<file path="src/rtl/srio_swrite_unpack_mc.sv">
// srio_swrite_unpack_mc: strips the header beat off SRIO SWRITE packets and
// routes the payload to one of N_CH channels. The channel is chosen by a
// base/mask address table.
// Optional statistics counters are enabled by `define SRIO_SWRITE_UNPACK_STATS_EN.
module srio_swrite_unpack_mc #(
    parameter int N_CH      = 4,
    parameter int MAX_BEATS = 32,
    parameter int CW        = (N_CH > 1) ? $clog2(N_CH) : 1
) (
    input  logic          AXIS_ACLK,
    input  logic          AXIS_ARESET,
    input  logic [63:0]   S_AXIS_TDATA,
    input  logic          S_AXIS_TVALID,
    input  logic          S_AXIS_TLAST,
    output logic          S_AXIS_TREADY,
    output logic [63:0]   M_AXIS_TDATA,
    output logic          M_AXIS_TVALID,
    output logic          M_AXIS_TLAST,
    input  logic          M_AXIS_TREADY,
    output logic [CW-1:0] M_AXIS_TDEST,
    output logic [7:0]    M_AXIS_TID,
    input  logic          cfg_we,
    input  logic [CW-1:0] cfg_sel,
    input  logic [33:0]   cfg_base,
    input  logic [33:0]   cfg_mask,
    input  logic          cfg_en,
    output logic [15:0]   drop_cnt,
    output logic [15:0]   trunc_cnt
);

    localparam int BW = (MAX_BEATS > 2) ? $clog2(MAX_BEATS) : 1;
    localparam logic [BW-1:0] LAST_BEAT = BW'(MAX_BEATS - 1);
    localparam logic [3:0] FTYPE_SWRITE = 4'h6;

    typedef enum logic [1:0] {ST_HDR, ST_PASS, ST_DROP} state_t;

    state_t        r_state;
    logic [33:0]   r_base [N_CH];
    logic [33:0]   r_mask [N_CH];
    logic          r_en   [N_CH];
    logic [CW-1:0] r_ch;
    logic [7:0]    r_srcid;
    logic [BW-1:0] r_beat;
    logic [63:0]   r_m_data;
    logic          r_m_valid;
    logic          r_m_last;
    logic [CW-1:0] r_m_dest;
    logic [7:0]    r_m_id;

    logic [3:0]    w_ftype;
    logic [7:0]    w_srcid;
    logic [33:0]   w_addr;
    logic          w_hit;
    logic [CW-1:0] w_idx;
    logic          w_s_ready;
    logic          w_in_hs;
    logic          w_hdr_ok;

    assign w_ftype  = S_AXIS_TDATA[63:60];
    assign w_srcid  = S_AXIS_TDATA[55:48];
    assign w_addr   = S_AXIS_TDATA[33:0];
    assign w_in_hs  = S_AXIS_TVALID && w_s_ready;
    assign w_hdr_ok = (w_ftype == FTYPE_SWRITE) && w_hit && !S_AXIS_TLAST;

    // Input ready: held low in reset, gated by the output slot only while passing payload
    always_comb begin
        w_s_ready = 1'b1;
        if (AXIS_ARESET) begin
            w_s_ready = 1'b0;
        end else if (r_state == ST_PASS) begin
            w_s_ready = !r_m_valid || M_AXIS_TREADY;
        end
    end

    // Address decode against the channel table; scanning downward lets the lowest index win
    always_comb begin
        w_hit = 1'b0;
        w_idx = '0;
        for (int i = N_CH - 1; i >= 0; i--) begin
            if (r_en[i] && ((w_addr & r_mask[i]) == (r_base[i] & r_mask[i]))) begin
                w_hit = 1'b1;
                w_idx = CW'(i);
            end
        end
    end

    // Channel table write port; selects beyond N_CH match no entry and are ignored
    always_ff @(posedge AXIS_ACLK or posedge AXIS_ARESET) begin
        if (AXIS_ARESET) begin
            for (int i = 0; i < N_CH; i++) begin
                r_base[i] <= '0;
                r_mask[i] <= '0;
                r_en[i]   <= 1'b0;
            end
        end else if (cfg_we) begin
            for (int i = 0; i < N_CH; i++) begin
                if (32'(cfg_sel) == i) begin
                    r_base[i] <= cfg_base;
                    r_mask[i] <= cfg_mask;
                    r_en[i]   <= cfg_en;
                end
            end
        end
    end

    // Packet FSM plus output register; the channel and source ID are latched at the header, so later table writes only affect the next packet
    always_ff @(posedge AXIS_ACLK or posedge AXIS_ARESET) begin
        if (AXIS_ARESET) begin
            r_state   <= ST_HDR;
            r_ch      <= '0;
            r_srcid   <= '0;
            r_beat    <= '0;
            r_m_data  <= '0;
            r_m_valid <= 1'b0;
            r_m_last  <= 1'b0;
            r_m_dest  <= '0;
            r_m_id    <= '0;
        end else begin
            if (r_m_valid && M_AXIS_TREADY) begin
                r_m_valid <= 1'b0;
            end
            case (r_state)
                ST_HDR: begin
                    if (w_in_hs) begin
                        if (w_hdr_ok) begin
                            r_state <= ST_PASS;
                            r_ch    <= w_idx;
                            r_srcid <= w_srcid;
                            r_beat  <= '0;
                        end else if (!S_AXIS_TLAST) begin
                            r_state <= ST_DROP;
                        end
                    end
                end
                ST_PASS: begin
                    if (w_in_hs) begin
                        r_m_valid <= 1'b1;
                        r_m_data  <= S_AXIS_TDATA;
                        r_m_dest  <= r_ch;
                        r_m_id    <= r_srcid;
                        if (S_AXIS_TLAST) begin
                            r_m_last <= 1'b1;
                            r_state  <= ST_HDR;
                        end else if (r_beat == LAST_BEAT) begin
                            r_m_last <= 1'b1;
                            r_state  <= ST_DROP;
                        end else begin
                            r_m_last <= 1'b0;
                            r_beat   <= r_beat + 1'b1;
                        end
                    end
                end
                ST_DROP: begin
                    if (w_in_hs && S_AXIS_TLAST) begin
                        r_state <= ST_HDR;
                    end
                end
                default: r_state <= ST_HDR;
            endcase
        end
    end

    assign S_AXIS_TREADY = w_s_ready;
    assign M_AXIS_TDATA  = r_m_data;
    assign M_AXIS_TVALID = r_m_valid;
    assign M_AXIS_TLAST  = r_m_last;
    assign M_AXIS_TDEST  = r_m_dest;
    assign M_AXIS_TID    = r_m_id;

`ifdef SRIO_SWRITE_UNPACK_STATS_EN
    logic [15:0] r_drop_cnt;
    logic [15:0] r_trunc_cnt;
    logic        w_drop_evt;
    logic        w_trunc_evt;

    assign w_drop_evt  = (r_state == ST_HDR) && w_in_hs && !w_hdr_ok;
    assign w_trunc_evt = (r_state == ST_PASS) && w_in_hs && !S_AXIS_TLAST && (r_beat == LAST_BEAT);

    // Saturating drop and truncation statistics
    always_ff @(posedge AXIS_ACLK or posedge AXIS_ARESET) begin
        if (AXIS_ARESET) begin
            r_drop_cnt  <= '0;
            r_trunc_cnt <= '0;
        end else begin
            if (w_drop_evt && (r_drop_cnt != 16'hFFFF)) begin
                r_drop_cnt <= r_drop_cnt + 16'd1;
            end
            if (w_trunc_evt && (r_trunc_cnt != 16'hFFFF)) begin
                r_trunc_cnt <= r_trunc_cnt + 16'd1;
            end
        end
    end

    assign drop_cnt  = r_drop_cnt;
    assign trunc_cnt = r_trunc_cnt;
`else
    assign drop_cnt  = 16'd0;
    assign trunc_cnt = 16'd0;
`endif

endmodule

</file>
<file path="config.mk">
export PLATFORM = sky130hd
export DESIGN_NAME = srio_swrite_unpack_mc
export DESIGN_NICKNAME = d
export VERILOG_FILES = /design/src/rtl/srio_swrite_unpack_mc.sv
export SDC_FILE = /design/constraint.sdc
export NUM_CORES = 1
export LEC_CHECK = 0
export ABC_AREA = 1
export CAP_MARGIN = 20
export CORE_MARGIN = 2
export CORE_UTILIZATION = 55
export DETAILED_ROUTE_END_ITERATION = 8
export MAX_ROUTING_LAYER = met4
export PLACE_DENSITY = 0.88
export SETUP_SLACK_MARGIN = 0.5
export SYNTH_ARGS = -nofsm -noshare
export SYNTH_HDL_FRONTEND = slang
export SYNTH_SLANG_ARGS = --single-unit
</file>
<file path="constraint.sdc">
create_clock -name AXIS_ACLK -period 17.1 [get_ports AXIS_ACLK]
set_input_delay 3.42 -clock AXIS_ACLK [delete_from_list [all_inputs] [get_ports AXIS_ACLK]]
set_output_delay 3.42 -clock AXIS_ACLK [all_outputs]
set_load 0.05 [all_outputs]
</file>
==> results.yml <==
floorplanning:
  core.rowCount: 64
  fp.dieW_um: 181
  core_area_mm2: 0.0307
  start_util_pct: 56.0
  ios: 250
  die_y_um: 181
  die-area_mm2: 0.0328
clocking:
  post_cts_buffers: 0
  h-tree-depth: 2
  holdBufCountCts: 0
  tritoncts.num_buffers: 38
  cts_tree: "built"
  insertion_delay_ps: 530
  clk_pin_slew_ps: 60
  cts_max_path_buffers: 3
  cts_root_buf: "clkbuf_16"
  clkSinkCount: 369
  post_cts_resized: 0
drt:
  vias: 15000
  wl_per_cell_um: 17.0
  drc_errors: 0
  drtIter0Drc: 1658
  wl_mm: 46.6
  antenna_left: 0
  first_pass_iters: 6
  via_per_inst: 5.48
final_layout:
  final_common_cell: "nand2_1"
  diodes: 0
  fill_cells: 2332
  area_growth_syn_to_layout_pct: 21.7
  drive_gt1_share_pct: 7.02
  final_nets: 2450
  layout_common_cells: "715 x nand2_1, 369 x dfrtp_1, 314 x o21ai_0"
  fin_cells: 2733
grt:
  grt_pass1_vias: 14400
  track_usage_pct: 29.2
  antenna_found_initial: 0
  grt_max_degree: 116
  grt_overflow: 0
  grt_pass1_wl_mm: 74.5
job:
  drv_cap: 0
yosys:
  synth_warnings: 0
  synth_fa_ha_area_share_pct: 0.145
  synth_cells: 2116
  synthMuxAreaShare_pct: 3.33
  synth-compound-area-share_pct: 9.66
  synthesis.area_mm2: 0.0172
  synth_edf_count: 0
  synth.distinct_cells: 42
  synth_xor_area_share_pct: 0.0508
  synthFlopType: "dfrtp_1"
  yosysSeqAreaShare_pct: 53.6
  synth_top_family_by_area: "simple AND/OR/NAND/NOR gates"
  syn_avg_cell_area_um2: 8.14
  ys_seq_elements: 369
  async_reset_ff_share_pct: 100
  synthSimpleGateAreaFrac_pct: 24.7
sta:
  slew_viol_final: 0
  finalSetupTns_ps: 0
  worstMarginPinSlew_ps: 1110
  rsz0062_at_grt: "no"
  hold_viol: 0
  setup-violations-final: 0
  timing.fmax_ghz: 0.119
  min_period_ps: 8430
  final.period_utilization_pct: 49.3
  skew_ps: 12.4
  relSlewSlack_pct: 26.0
worst_setup_path:
  critical_path_class: "input pin to output pin"
  worstPathMaxFanout: 2
  crit_required_ps: 13680
  crit_path_frequent_cell: "clkdlybuf4s50_1"
  worst-r2r-cell-count: 8
  worstPathCellList: "clkdlybuf4s50_1, a21oi_4, clkdlybuf4s50_1"
  end_kind: "output pin"
  critPathLaunchType: "input pin"
  r2r-start: "r_state[0]"
  cp_slowest_cell: "clkdlybuf4s50_1"
  ff2ff_setup_slack_ps: 14330
  rr_endpoint: "M_AXIS_TDATA[55]"
  critPathArrivalTime_ps: 5010
  slowest_delay_ps: 830
place:
  port_buffers: 217
  routabilityCongestion: 0.956
  dp_cells: 2660
  dp_hpwl_mm: 32.4
min_path:
  hold_path_startpoint: "r_srcid[6]"
  min_to: "r_srcid[6]"
  worstHoldPathCells: 2
  min_path_type: "flip-flop to flip-flop"
power:
  power.leakage_nw: 10.8
  vdd.ir_drop.worst_v: 0.0000680
  pwr_density_cell_mw_per_mm2: 112
outcome:
  outcome: "completed"
[through the flow]
stage | worst slack (ps) | total power [mW] | instance area, um^2 | util, % | hold slack [ps]
floorplan | 3430 | 1.32 | 17300 | - | 435
global placement | 8680 | 1.44 | 19600 | 63.6 | 451
detailed placement | 8670 | 1.46 | 19600 | 63.6 | 460
CTS | 8660 | 2.34 | 20900 | 68.0 | 478
global route | 8640 | 2.45 | 21000 | 68.2 | 505
finish | 8670 | 2.34 | 21000 | 68.2 | 476
[state kept, by name, indices dropped and copies added (netlist names)]
name	cells
r_base	136
r_mask	136
M_AXIS_TDATA	64
M_AXIS_TID	8
r_srcid	8
r_beat	5
r_en	4
M_AXIS_TDEST	2
r_ch	2
r_state	2
M_AXIS_TLAST	1
M_AXIS_TVALID	1
[Yosys cell counts (all sizes together) (2+ instances only)]
master  count  area [um^2]
clkbuf     60          235
nand3b      4         30.0
a21boi      3         22.5
clkinv      2         7.51
nand4      20          125
nand2     719         2710
o21ai     316         1590
or2        16          100
buf        48          343
a21oi       5         36.3
dfrtp     369         9230
nand3     156          818
ha          2         25.0
mux2       41          574
inv       233          880
nor2      115          453
[area by class of cell]
type | instances | area, um^2 | area share, %
flip-flops and latches | 369 | 9230 | 44.0
clock inverters | 14 | 170 | 0.811
well taps | 396 | 495 | 2.36
clock buffers | 56 | 1160 | 5.54
multi-input cells | 1435 | 6710 | 32.0
inverters | 235 | 895 | 4.26
repair buffers | 228 | 2310 | 11.0
[worst max path at each step]
| stage | from | endpoint | slack (ps) | cells after the start |
|---|---|---|---|---|
| 6_report | AXIS_ARESET | S_AXIS_TREADY | 8670 | 3 |
| 5_1_grt | M_AXIS_TREADY | S_AXIS_TREADY | 8640 | 4 |
| 3_5_place_dp | AXIS_ARESET | S_AXIS_TREADY | 8670 | 3 |
| 3_3_place_gp | AXIS_ARESET | S_AXIS_TREADY | 8680 | 3 |
| 2_1_floorplan | AXIS_ARESET | M_AXIS_TDATA[0] | 3430 | 1 |
| 4_1_cts | AXIS_ARESET | S_AXIS_TREADY | 8660 | 3 |
[critical path: cells and delay by family]
kind | cells | cell delay, ps
buffers and inverters | 2 | 1370
AO/OA/AOI/OAI | 1 | 210
[layer usage]
metal | vias to the layer above | GRT usage [%] | wire [um]
met1 | 7132 | 38.1 | 18700
li1 | 7029 | - | -
met5 | - | - | 0
met3 | 132 | 4.03 | 3630
met2 | 671 | 46.5 | 22300
met4 | 0 | 11.6 | 1920
[cell families (layout without fill, tap and decap cells)]
| family | Yosys count | count (layout) |
|---|---|---|
| and+or+nand+nor | 1033 | 1033 |
| DFF | 369 | 369 |
| buffers and inverters | 343 | 533 |
| AOI/OAI and AO/OA | 326 | 326 |
| muxes | 41 | 41 |
| adders and majority gates | 2 | 2 |
| other | 1 | 32 |
| xor gates and xnor gates | 1 | 1 |
[power by group]
group	switching (mW)	internal, mW	total (mW)
sequential	0.0766	0.981	1.06
clock	0.343	0.532	0.876
combinational	0.263	0.144	0.407
total	0.683	1.66	2.34
Power figures use the tool's default switching activity.
